<file path="config.mk">
export PLATFORM = sky130hd
export DESIGN_NAME = aximm_csr_avmm_responder_flat
export DESIGN_NICKNAME = d
export VERILOG_FILES = /design/src/rtl/aximm_csr_avmm_responder_if.sv /design/src/rtl/aximm_csr_avmm_responder.sv /design/src/flat_wrapper.sv
export SDC_FILE = /design/constraint.sdc
export NUM_CORES = 1
export LEC_CHECK = 0
export CAP_MARGIN = 10
export CORE_AREA = 2 2 317 319
export CTS_CLUSTER_DIAMETER = 80
export DETAILED_ROUTE_END_ITERATION = 12
export DIE_AREA = 0 0 319 321
export SKIP_CTS_REPAIR_TIMING = 1
export SLEW_MARGIN = 0
export SYNTH_ARGS = -nofsm -noshare
export SYNTH_HDL_FRONTEND = slang
export SYNTH_SLANG_ARGS = --single-unit
</file>
<file path="constraint.sdc">
create_clock -name avmm_clk -period 3.53 [get_ports avmm_clk]
set_clock_uncertainty 0.2 [all_clocks]
set_input_delay 0.5295 -clock avmm_clk [delete_from_list [all_inputs] [get_ports avmm_clk]]
set_output_delay 0.5295 -clock avmm_clk [all_outputs]
set_load 0.005 [all_outputs]
</file>
<file path="src/rtl/aximm_csr_avmm_responder_if.sv">
// Host-side AVMM strobe bus between the host register master and the CSR responder.
// Directions are named from the responder's point of view.
interface aximm_csr_avmm_responder_if;
    logic [31:0] i_wr_addr;
    logic [31:0] i_wrdata;
    logic        i_wren;
    logic        i_rden;
    logic [31:0] o_master_readdata;
    logic        o_master_readdatavalid;
    logic        o_master_waitrequest;

    modport slave (
        input  i_wr_addr,
        input  i_wrdata,
        input  i_wren,
        input  i_rden,
        output o_master_readdata,
        output o_master_readdatavalid,
        output o_master_waitrequest
    );

    modport master (
        output i_wr_addr,
        output i_wrdata,
        output i_wren,
        output i_rden,
        input  o_master_readdata,
        input  o_master_readdatavalid,
        input  o_master_waitrequest
    );
endinterface

</file>
<file path="src/rtl/aximm_csr_avmm_responder.sv">
// CSR responder for the AXI-MM GPIO test harness: edge-detected AVMM strobes, config/delay
// registers, sticky done status and coherent 128-bit capture reads through a shared snapshot.
module aximm_csr_avmm_responder #(
    parameter logic [31:0] DLY_X_RST  = 32'h0000_000C,
    parameter logic [31:0] DLY_Y_RST  = 32'h0000_0020,
    parameter logic [31:0] DLY_Z_RST  = 32'h0000_1770,
    parameter int          RD_LATENCY = 2
) (
    input  logic                               avmm_clk,
    input  logic                               avmm_rst,
    aximm_csr_avmm_responder_if.slave          avmm,
    output logic [31:0]                        o_wr_cfg,
    output logic [31:0]                        o_rd_cfg,
    output logic [31:0]                        o_mm_addr,
    output logic                               o_wr_go,
    output logic                               o_rd_go,
    output logic [31:0]                        o_dly_x,
    output logic [31:0]                        o_dly_y,
    output logic [31:0]                        o_dly_z,
    input  logic [3:0]                         i_linkup,
    input  logic [3:0]                         i_chk_sts,
    input  logic                               i_wr_done,
    input  logic                               i_rd_done,
    input  logic [127:0]                       i_dout_first,
    input  logic [127:0]                       i_dout_last,
    input  logic [127:0]                       i_din_first,
    input  logic [127:0]                       i_din_last
);

    localparam logic [31:0] A_WR_CFG   = 32'h5000_1000;
    localparam logic [31:0] A_MM_ADDR  = 32'h5000_1004;
    localparam logic [31:0] A_BUS_STS  = 32'h5000_1008;
    localparam logic [31:0] A_LINK_STS = 32'h5000_100C;
    localparam logic [31:0] A_RD_CFG   = 32'h5000_1010;
    localparam logic [31:0] A_DLY_X    = 32'h5000_2000;
    localparam logic [31:0] A_DLY_Y    = 32'h5000_2004;
    localparam logic [31:0] A_DLY_Z    = 32'h5000_2008;
    // 0x5000_4000..0x5000_403F holds the four 128-bit capture windows.
    localparam logic [25:0] WIN_BASE   = 26'h140_0100;
    localparam int          WAIT_CYC   = (RD_LATENCY > 1) ? (RD_LATENCY - 2) : 0;
    localparam logic [1:0]  WAIT_INIT  = 2'(WAIT_CYC);

    typedef enum logic [1:0] {
        ST_IDLE  = 2'd0,
        ST_WAIT  = 2'd1,
        ST_VALID = 2'd2
    } rd_state_t;

    rd_state_t      rd_state_r;
    logic [1:0]     rd_cnt_r;
    logic [31:0]    rd_hold_r;
    logic [31:0]    readdata_r;
    logic           readdatavalid_r;
    logic           waitreq_r;
    logic           wren_q_r;
    logic           rden_q_r;
    logic [31:0]    wr_cfg_r;
    logic [31:0]    rd_cfg_r;
    logic [31:0]    mm_addr_r;
    logic [31:0]    dly_x_r;
    logic [31:0]    dly_y_r;
    logic [31:0]    dly_z_r;
    logic           wr_go_r;
    logic           rd_go_r;
    logic           wr_stk_r;
    logic           rd_stk_r;
    logic [127:0]   snap_r;

    logic           wr_edge_s;
    logic           rd_accept_s;
    logic           wr_cfg_hit_s;
    logic           rd_cfg_hit_s;
    logic           win_hit_s;
    logic [1:0]     win_word_s;
    logic [127:0]   win_data_s;
    logic [31:0]    rd_data_s;

    // Request qualification: rising edges only; a write edge wins over a coincident read edge.
    always_comb begin
        wr_edge_s    = avmm.i_wren & ~wren_q_r;
        rd_accept_s  = avmm.i_rden & ~rden_q_r & ~wr_edge_s & ~waitreq_r;
        wr_cfg_hit_s = wr_edge_s & (avmm.i_wr_addr == A_WR_CFG);
        rd_cfg_hit_s = wr_edge_s & (avmm.i_wr_addr == A_RD_CFG);
        win_hit_s    = (avmm.i_wr_addr[31:6] == WIN_BASE) & (avmm.i_wr_addr[1:0] == 2'b00);
        win_word_s   = avmm.i_wr_addr[3:2];
    end

    // Read data mux: word 0 of a window reads live input, words 1..3 read the snapshot.
    always_comb begin
        rd_data_s = 32'h0000_0000;
        case (avmm.i_wr_addr[5:4])
            2'd0:    win_data_s = i_dout_first;
            2'd1:    win_data_s = i_dout_last;
            2'd2:    win_data_s = i_din_first;
            default: win_data_s = i_din_last;
        endcase
        if (win_hit_s) begin
            case (win_word_s)
                2'd0:    rd_data_s = win_data_s[31:0];
                2'd1:    rd_data_s = snap_r[63:32];
                2'd2:    rd_data_s = snap_r[95:64];
                default: rd_data_s = snap_r[127:96];
            endcase
        end else begin
            case (avmm.i_wr_addr)
                A_WR_CFG:   rd_data_s = wr_cfg_r;
                A_MM_ADDR:  rd_data_s = mm_addr_r;
                A_BUS_STS:  rd_data_s = {26'd0, rd_stk_r, wr_stk_r, i_chk_sts};
                A_LINK_STS: rd_data_s = {28'd0, i_linkup};
                A_RD_CFG:   rd_data_s = rd_cfg_r;
                A_DLY_X:    rd_data_s = dly_x_r;
                A_DLY_Y:    rd_data_s = dly_y_r;
                A_DLY_Z:    rd_data_s = dly_z_r;
                default:    rd_data_s = 32'h0000_0000;
            endcase
        end
    end

    // Strobe history, register writes, go pulses, sticky done bits and capture snapshot.
    always_ff @(posedge avmm_clk) begin
        if (avmm_rst) begin
            wren_q_r  <= 1'b0;
            rden_q_r  <= 1'b0;
            wr_cfg_r  <= 32'h0000_0000;
            rd_cfg_r  <= 32'h0000_0000;
            mm_addr_r <= 32'h0000_0000;
            dly_x_r   <= DLY_X_RST;
            dly_y_r   <= DLY_Y_RST;
            dly_z_r   <= DLY_Z_RST;
            wr_go_r   <= 1'b0;
            rd_go_r   <= 1'b0;
            wr_stk_r  <= 1'b0;
            rd_stk_r  <= 1'b0;
            snap_r    <= 128'd0;
        end else begin
            wren_q_r <= avmm.i_wren;
            rden_q_r <= avmm.i_rden;
            wr_go_r  <= wr_cfg_hit_s;
            rd_go_r  <= rd_cfg_hit_s;
            if (wr_edge_s) begin
                case (avmm.i_wr_addr)
                    A_WR_CFG:  wr_cfg_r  <= avmm.i_wrdata;
                    A_MM_ADDR: mm_addr_r <= avmm.i_wrdata;
                    A_RD_CFG:  rd_cfg_r  <= avmm.i_wrdata;
                    A_DLY_X:   dly_x_r   <= avmm.i_wrdata;
                    A_DLY_Y:   dly_y_r   <= avmm.i_wrdata;
                    A_DLY_Z:   dly_z_r   <= avmm.i_wrdata;
                    default:   wr_cfg_r  <= wr_cfg_r;
                endcase
            end
            // Set has priority over the clear from a config write in the same cycle.
            wr_stk_r <= i_wr_done | (wr_stk_r & ~wr_cfg_hit_s);
            rd_stk_r <= i_rd_done | (rd_stk_r & ~rd_cfg_hit_s);
            if (rd_accept_s && win_hit_s && (win_word_s == 2'd0)) begin
                snap_r <= win_data_s;
            end
        end
    end

    // Read FSM: holds the data sampled at acceptance and releases it after RD_LATENCY cycles.
    always_ff @(posedge avmm_clk) begin
        if (avmm_rst) begin
            rd_state_r      <= ST_IDLE;
            rd_cnt_r        <= 2'd0;
            rd_hold_r       <= 32'h0000_0000;
            readdata_r      <= 32'h0000_0000;
            readdatavalid_r <= 1'b0;
            waitreq_r       <= 1'b0;
        end else begin
            readdatavalid_r <= 1'b0;
            case (rd_state_r)
                ST_IDLE, ST_VALID: begin
                    if (rd_accept_s) begin
                        rd_hold_r <= rd_data_s;
                        if (RD_LATENCY == 1) begin
                            readdata_r      <= rd_data_s;
                            readdatavalid_r <= 1'b1;
                            rd_state_r      <= ST_VALID;
                        end else begin
                            waitreq_r  <= 1'b1;
                            rd_cnt_r   <= WAIT_INIT;
                            rd_state_r <= ST_WAIT;
                        end
                    end else begin
                        rd_state_r <= ST_IDLE;
                    end
                end
                ST_WAIT: begin
                    if (rd_cnt_r == 2'd0) begin
                        readdata_r      <= rd_hold_r;
                        readdatavalid_r <= 1'b1;
                        waitreq_r       <= 1'b0;
                        rd_state_r      <= ST_VALID;
                    end else begin
                        rd_cnt_r <= rd_cnt_r - 2'd1;
                    end
                end
                default: begin
                    waitreq_r  <= 1'b0;
                    rd_state_r <= ST_IDLE;
                end
            endcase
        end
    end

    assign avmm.o_master_readdata      = readdata_r;
    assign avmm.o_master_readdatavalid = readdatavalid_r;
    assign avmm.o_master_waitrequest   = waitreq_r;
    assign o_wr_cfg  = wr_cfg_r;
    assign o_rd_cfg  = rd_cfg_r;
    assign o_mm_addr = mm_addr_r;
    assign o_wr_go   = wr_go_r;
    assign o_rd_go   = rd_go_r;
    assign o_dly_x   = dly_x_r;
    assign o_dly_y   = dly_y_r;
    assign o_dly_z   = dly_z_r;

endmodule

</file>
<file path="src/flat_wrapper.sv">
// flat-port wrapper written by rule: the top's interface ports become plain ports
module aximm_csr_avmm_responder_flat 
#(
    parameter logic [31:0] DLY_X_RST  = 32'h0000_000C,
    parameter logic [31:0] DLY_Y_RST  = 32'h0000_0020,
    parameter logic [31:0] DLY_Z_RST  = 32'h0000_1770,
    parameter int          RD_LATENCY = 2
)
  (avmm_clk, avmm_rst, o_wr_cfg, o_rd_cfg, o_mm_addr, o_wr_go, o_rd_go, o_dly_x, o_dly_y, o_dly_z, i_linkup, i_chk_sts, i_wr_done, i_rd_done, i_dout_first, i_dout_last, i_din_first, i_din_last, avmm_i_wr_addr, avmm_i_wrdata, avmm_i_wren, avmm_i_rden, avmm_o_master_readdata, avmm_o_master_readdatavalid, avmm_o_master_waitrequest);
  aximm_csr_avmm_responder_if avmm_i ();
  input  logic avmm_clk;
  input  logic avmm_rst;
  output logic [31:0] o_wr_cfg;
  output logic [31:0] o_rd_cfg;
  output logic [31:0] o_mm_addr;
  output logic o_wr_go;
  output logic o_rd_go;
  output logic [31:0] o_dly_x;
  output logic [31:0] o_dly_y;
  output logic [31:0] o_dly_z;
  input  logic [3:0] i_linkup;
  input  logic [3:0] i_chk_sts;
  input  logic i_wr_done;
  input  logic i_rd_done;
  input  logic [127:0] i_dout_first;
  input  logic [127:0] i_dout_last;
  input  logic [127:0] i_din_first;
  input  logic [127:0] i_din_last;
  input wire logic [$bits(avmm_i.i_wr_addr)-1:0] avmm_i_wr_addr;
  input wire logic [$bits(avmm_i.i_wrdata)-1:0] avmm_i_wrdata;
  input wire logic [$bits(avmm_i.i_wren)-1:0] avmm_i_wren;
  input wire logic [$bits(avmm_i.i_rden)-1:0] avmm_i_rden;
  output wire logic [$bits(avmm_i.o_master_readdata)-1:0] avmm_o_master_readdata;
  output wire logic [$bits(avmm_i.o_master_readdatavalid)-1:0] avmm_o_master_readdatavalid;
  output wire logic [$bits(avmm_i.o_master_waitrequest)-1:0] avmm_o_master_waitrequest;
  assign avmm_i.i_wr_addr = avmm_i_wr_addr;
  assign avmm_i.i_wrdata = avmm_i_wrdata;
  assign avmm_i.i_wren = avmm_i_wren;
  assign avmm_i.i_rden = avmm_i_rden;
  assign avmm_o_master_readdata = avmm_i.o_master_readdata;
  assign avmm_o_master_readdatavalid = avmm_i.o_master_readdatavalid;
  assign avmm_o_master_waitrequest = avmm_i.o_master_waitrequest;
  aximm_csr_avmm_responder #(.DLY_X_RST(DLY_X_RST), .DLY_Y_RST(DLY_Y_RST), .DLY_Z_RST(DLY_Z_RST), .RD_LATENCY(RD_LATENCY)) u_core (.avmm_clk(avmm_clk), .avmm_rst(avmm_rst), .avmm(avmm_i), .o_wr_cfg(o_wr_cfg), .o_rd_cfg(o_rd_cfg), .o_mm_addr(o_mm_addr), .o_wr_go(o_wr_go), .o_rd_go(o_rd_go), .o_dly_x(o_dly_x), .o_dly_y(o_dly_y), .o_dly_z(o_dly_z), .i_linkup(i_linkup), .i_chk_sts(i_chk_sts), .i_wr_done(i_wr_done), .i_rd_done(i_rd_done), .i_dout_first(i_dout_first), .i_dout_last(i_dout_last), .i_din_first(i_din_first), .i_din_last(i_din_last));
endmodule
</file>
==> impl_results.md, run 1 <==
- Switching power: 0.00275 W
- Mean instance size in the synthesized netlist: 9.04 um^2
- Count of placed standard cells in the final layout, fillers left out: 4206
- DR pass1 iterations: 6
- Routability congestion estimate: roughly 0.93
- Top cells by area, synth: sky130_fd_sc_hd__dfxtp_1 (39%), sky130_fd_sc_hd__mux4_2 (19%), sky130_fd_sc_hd__nand2_1 (14%)
- Critical path class: input port to flop
- Part of the Yosys area used for sequential elements: 39.5%
- Placed cell areas: roughly 29000 um^2
- Buffer depth of the longest clock path: 3
- Pins Over Slew Limit: 0
- Result of the run: completed
- Die area: 102000 um^2
- Max IR drop VDD: ~0.34 mV
- Slew at the pin closest to its max-slew limit: 842 ps
- Routed length per instance: 31.1 um
- Switching power share of the total: between 20% and 30%
- Number of I/O pins: around 800
- Number of unique standard cell types used by synthesis: 66
- Detailed Place HPWL: 109000 um
- Timing-limited maximum frequency: about 0.33 GHz
- Starting Density: 18.6%
- Std-Cell Core Area: a little under 100000 um^2
- Standby leakage power: between 9 and 10 nW
- Number of synthesized flops with an enable pin: 0
- Area grow syn2layout: 64.7%
- Overall die width: around 320 um
- Count of endpoints failing setup in the final report: 0
- Worst endpoint data arrival time: 3330 ps
- CTS tree: done
- Residual DRC: 0
- Post-synthesis instance total: slightly above 2000
- CTS clk-pin slew, worst paths: 60 ps
- Post-Syn Area: ~18000 um^2
- Number of design-rule violations left by the first detailed-router iteration: between 2000 and 2500
- Largest net degree at the start of global routing: slightly below 100
- Global-route usage over all layers: between 20% and 30%
- Part of the total power dissipated in the clock network: approximately 46%
- Number of CTS-inserted buffers: between 40 and 50
- Worst setup EP type: flop
- Worst hold path type: input port to flop
- Headroom to the max-slew limit: roughly 44%
- Master cell of the clock root buffer: sky130_fd_sc_hd__clkbuf_16
- Sum of overflow across all layers after global routing: 0
- CTS H-tree depth: 2
- Via count of the first global-routing pass: between 15000 and 20000
- Initial antenna violation count: 92
- Yosys top cell area share: 39.5%
- Mean number of vias per cell: approximately 5
- Min Clock Period, post-route: about 3000 ps
- NumNets Final: ~3400
- Power, Total: approximately 0.011 W
- Count of placed standard cells including taps: just over 4000
- Number of vias in the routed layout: 20700
- Post-detailed-route count of antenna-violating nets: 0
- Std-Cell Rows: between 100 and 150
- Number of warnings printed during yosys synthesis: 0
- Number of violations of the max-capacitance limit: 0
- Worst hold slack: 178 ps
- Share of flip-flops with an asynchronous set or reset: 0%
- Net count of the mapped netlist: approximately 2600
- Fraction of final layout cells sized beyond drive strength 1: 14.5%
- Floorplan die height: around 320 um
- Post-synth top flop: sky130_fd_sc_hd__dfxtp_1
- Combinational Power Share: 15.1%
- Power density over cell area: ~360 nW/um^2
- Fin crit share: a little under nine tenths
- RSZ-0062 raised after global routing: no
- Aggregate routed wire length: between 100000 and 150000 um
- Design area: 30400 um^2
- # port buffers: 817
- Data required, critical path: approximately 3900 ps
- CTS Sinks: between 300 and 400
- Wire length of the first global-routing pass: approximately 170000 um
- Count of state elements after synthesis: approximately 360
- Share of total power in sequential cells: between 30% and 40%
- Clk Latency, worst-skew pair: 600 ps
- Largest driver fanout on the critical path: 29
- Reg2Reg Setup Slack: 1040 ps
- Area leader, netlist: sky130_fd_sc_hd__dfxtp_1
- Setup crit start kind: input port
- Internal Pwr Total: approximately 0.008 W
- Count of endpoints failing hold in the final timing report: 0
==> power by group through the flow <==
stage | Combinational [W] | Sequential [W] | Clock (W)
floorplan | 0.000575 | 0.00425 | 0
global placement | 0.00164 | 0.00427 | 0
detailed placement | 0.00164 | 0.00427 | 0
CTS | 0.00164 | 0.00418 | 0.00512
global route | 0.00171 | 0.00418 | 0.00528
finish | 0.00164 | 0.00418 | 0.00503
==> critical path, stage by stage <==
cell	delay, ps
sky130_fd_sc_hd__clkdlybuf4s50_1	550
sky130_fd_sc_hd__buf_4	210
sky130_fd_sc_hd__nor4_4	420
sky130_fd_sc_hd__nand3_1	250
sky130_fd_sc_hd__nor4_4	340
sky130_fd_sc_hd__buf_4	370
sky130_fd_sc_hd__nand2_1	320
sky130_fd_sc_hd__a211oi_1	300
==> layer usage <==
layer	vias up	global-route usage, %	share of wire (%)
met5	-	0	0.081
met3	220	5.22	8.0
met2	1250	42.5	50
met4	18	8.38	3.5
met1	10300	29.9	39
li1	8982	-	-
==> logic make-up (layout without fill, tap and decap cells) <==
| logic type | count (synthesis) | in the layout | synth area share, % |
|---|---|---|---|
| compound gates | 482 | 482 | 16.0 |
| fa+ha+maj | 1 | 1 | 0.0678 |
| buf+inv | 184 | 1023 | 4.81 |
| flops | 364 | 364 | 39.5 |
| mux | 163 | 163 | 19.5 |
| other cells | 0 | 27 | 0 |
| simple gates | 848 | 848 | 20.2 |
==> cells in the final DEF (no fill, tap or decap), drive strengths merged, types with 8 or more instances in the layout <==
cell type / instances
a211oi: 24
a21oi: 337
a221oi: 10
a222oi: 16
a22o: 14
a22oi: 31
and3: 17
buf: 124
clkbuf: 61
clkdlybuf4s50: 812
clkinv: 8
dfxtp: 364
diode: 27
inv: 10
mux4: 157
nand2: 687
nand3b: 12
nand4: 11
nor2: 47
nor3: 13
nor4: 13
o21ai: 9
==> cells in the mapped netlist (all sizes together) (3+ instances only) <==
master,number
nand2,687
dfxtp,364
a21oi,337
mux4,157
clkbuf,100
buf,77
nor2,47
a22oi,31
a211oi,24
and3,17
a222oi,16
a22o,14
nor3,13
nor4,13
nand3b,12
nand4,11
a221oi,10
o21ai,9
inv,7
nor4b,7
a311oi,6
a32oi,6
nand3,6
nor2b,6
a31oi,5
and2,5
mux2i,5
or3,5
or4,5
o21bai,4
or4b,4
a221o,3
o221ai,3
o22ai,3
o2bb2ai,3
==> area by class of cell <==
cell class                 instances  area, um^2
antenna                           27        67.6
clock buffer                      61        1270
tap                             1298        1620
clock inverter                    19         329
multi-input combinational       1494       10300
fill                           10400       68900
inverter                           7        26.3
sequential                       364        7290
timing repair buffer             936        9460
==> metrics by stage <==
step	worst slack, ps	utilization, %	TNS, ps
6_report	522	30.6	0
4_1_cts	471	30.5	0
2_1_floorplan	801	-	0
3_3_place_gp	-124	28.9	-330
5_1_grt	279	30.6	0
3_5_place_dp	-161	28.9	-503
==> flip-flops by register name (all words and copies together), names as in the netlist, 2 cells and up <==
signal,flops
u_core.o_mm_addr,32
u_core.o_rd_cfg,32
u_core.rd_state_r,2
u_core.o_dly_x,32
u_core.avmm.o_master_readdata,32
u_core.o_dly_z,32
u_core.o_dly_y,32
u_core.rd_cnt_r,2
u_core.o_wr_cfg,32
u_core.snap_r,96
u_core.rd_hold_r,32
==> final timing paths <==
path	startpoint	depth (start not counted)	end
worst max-delay path	avmm_i_wr_addr[17]	8	u_core.rd_hold_r[24]
worst min-delay path	avmm_rst	2	u_core.o_rd_cfg[18]
worst max register to register	u_core.wren_q_r	7	u_core.rd_hold_r[13]
worst min register to register	u_core.snap_r[86]	2	u_core.snap_r[86]
No activity file was read; power rests on OpenSTA's default activity.
==> run 2: changes to the inputs <==
--- a/config.mk
+++ b/config.mk
@@ -15,3 +15,4 @@
 export SYNTH_ARGS = -nofsm -noshare
 export SYNTH_HDL_FRONTEND = slang
 export SYNTH_SLANG_ARGS = --single-unit
+export TNS_END_PERCENT = 5
==> constraint.sdc (replaced) <==
create_clock -name avmm_clk -period 3.53 [get_ports avmm_clk]
set_clock_uncertainty 0.2 [all_clocks]
set_input_delay 0.706 -clock avmm_clk [delete_from_list [all_inputs] [get_ports avmm_clk]]
set_output_delay 0.706 -clock avmm_clk [all_outputs]
set_load 0.005 [all_outputs]
==> run 2 against run 1 <==
Compared with the run above: clock-buffer cell count fell by 4; final area rose by 0.68%; core utilization rose by 0.21 points; critical endpoint is now u_core.rd_hold_r[30]; largest power group unchanged.
==> impl_results.md, run 2 (synthesis gave the netlist of run 1 again) <==
- Total negative slack for setup checks: 0 ps
- Mean number of vias per cell: between 4 and 5
- Fin crit share: ~91%
- Global-route usage over all layers: 24.5%
- Std-Cell Rows: between 100 and 150
- Min-Delay Path Depth: 2
- Routability congestion estimate: 0.918
- Master cell of the clock root buffer: sky130_fd_sc_hd__clkbuf_16
- Starting Density: 18.6%
- Most used cells in the layout excluding fill and tap cells: sky130_fd_sc_hd__clkdlybuf4s50_1 (812), sky130_fd_sc_hd__nand2_1 (677), sky130_fd_sc_hd__dfxtp_1 (364)
- Largest driver fanout on the critical path: 6
- Std-Cell Core Area: 99300 um^2
- Critical-path top delay cell: sky130_fd_sc_hd__nor4_1
- Number of CTS-inserted buffers: 46
- Standby leakage power: approximately 10 nW
- Worst hold slack: about 250 ps
- Setup crit start kind: input port
- Combinational Power Share: roughly 15%
- Post-detailed-route count of antenna-violating nets: 0
- Initial antenna violation count: 87
- Clk Latency, worst-skew pair: around 620 ps
- Register name with the most flops: u_core.snap_r
- CTS Sinks: between 300 and 400
- Worst Reg2Reg Path Length in Cells: 6
- Detailed Place HPWL: 109000 um
- Buffer depth of the longest clock path: 3
- Die area: 102000 um^2
- Number of design-rule violations left by the first detailed-router iteration: 2328
- Power density over cell area: 353 nW/um^2
- NumNets Final: ~3500
- Floorplan die height: between 300 and 400 um
- Data required, critical path: between 3000 and 4000 ps
- Part of the total power dissipated in the clock network: around 46%
- Routed length per instance: approximately 31 um
- Most common cell after layout, fill and taps aside: sky130_fd_sc_hd__clkdlybuf4s50_1
- Via count of the first global-routing pass: roughly 20000
- Area grow syn2layout: 65.8%
- Count of endpoints failing hold in the final timing report: 0
- RSZ-0062 raised after global routing: no
- Result of the run: completed
- Count of endpoints failing setup in the final report: 0
- Overall die width: ~320 um
- Total of fill cells in the finished design: approximately 10000
- Slew at the pin closest to its max-slew limit: approximately 950 ps
- Switching power: 0.00283 W
- Stage delay of the slowest cell on the critical path: a little under 700 ps
- Number of I/O pins: a little over 800
- Number of violations of the max-capacitance limit: 0
- CTS H-tree depth: 2
- DR pass1 iterations: 9
- Max FFs per register: 96
- Internal Pwr Total: between 0.007 and 0.008 W
- Share of total power in sequential cells: 38.6%
- Worst setup EP type: flop
- Aggregate routed wire length: between 100000 and 150000 um
- CTS clk-pin slew, worst paths: roughly 60 ps
- Most Frequent Cell on Critical Path: sky130_fd_sc_hd__buf_4
- Switching power share of the total: 26.2%
- Wire length of the first global-routing pass: between 150000 and 200000 um
- Timing-limited maximum frequency: a little over 0.3 GHz
- Worst endpoint data arrival time: 3560 ps
- Max IR drop VDD: roughly 0.3 mV
- Headroom to the max-slew limit: between 30% and 40%
- CTS tree: done
- Critical Path, Cell by Cell: clkdlybuf4s50_1 > or4_1 > buf_4 > nor4_1 > buf_4 > a32oi_1 > o22ai_1 > a211oi_1 > nor3_1
- Largest net degree at the start of global routing: a little under 100
- Residual DRC: 0
- Worst hold path type: flop to flop
- Number of vias in the routed layout: around 21000
- Sum of overflow across all layers after global routing: 0
- Fraction of final layout cells sized beyond drive strength 1: approximately 15%
- Pins Over Slew Limit: 0
- Min Clock Period, post-route: about 3200 ps
- # port buffers: slightly above 800
- Critical path class: input port to flop
## run 2: critical path, delay by kind of cell
family                 cells  cell delay (ps)
AOI/OAI and AO/OA          3              370
and+or+nand+nor            3             1540
buffers and inverters      3              930
## run 2: layout make-up
class / count / area, um^2 / area share (%)
Timing Repair Buffer: 966 / 9710 / 31.7
Clock inverter: 23 / 348 / 1.14
Sequential cell: 364 / 7290 / 23.8
Multi-Input combinational cell: 1494 / 10300 / 33.8
Inverter: 7 / 26.3 / 0.0859
Antenna cell: 23 / 57.6 / 0.188
Tap cell: 1298 / 1620 / 5.31
Clock buffer: 57 / 1210 / 3.96
## run 2: metal layers
layer	up-vias	global-route usage, %	part of all wire [%]
li1	9047	-	-
met1	10200	30.7	40
met2	1274	42.4	50
met3	220	4.39	7.6
met4	10	7.87	3.2
met5	-	0	0.054
## run 2: path summary, 6_finish.rpt
path	startpoint	to	slack, ps
setup / recovery	avmm_i_wr_addr[17]	u_core.rd_hold_r[30]	320
hold / removal	u_core.snap_r[57]	u_core.snap_r[57]	250
setup reg to reg	u_core.avmm.o_master_waitrequest	u_core.rd_hold_r[20]	900
hold reg to reg	u_core.snap_r[57]	u_core.snap_r[57]	250
## run 2: power groups by stage
stage / logic [W] / registers [W] / clock network, W
global route: 0.00173 / 0.00417 / 0.00523
finish: 0.00166 / 0.00417 / 0.00496
detailed placement: 0.00166 / 0.00426 / 0
CTS: 0.00167 / 0.00417 / 0.00508
floorplan: 0.000575 / 0.00425 / 0
global placement: 0.00166 / 0.00426 / 0
## run 2: per-stage QoR
stage	utilization [%]	instances	area (um^2)	setup slack, ps	total power, W
finish	30.8	4232	30600	317	0.0108
global route	30.8	4228	30600	282	0.0111
CTS	30.8	4209	30500	403	0.0109
detailed placement	29.2	4129	29000	-247	0.00593
global placement	29.2	4129	29000	-264	0.00592
floorplan	-	2042	18500	624	0.00483
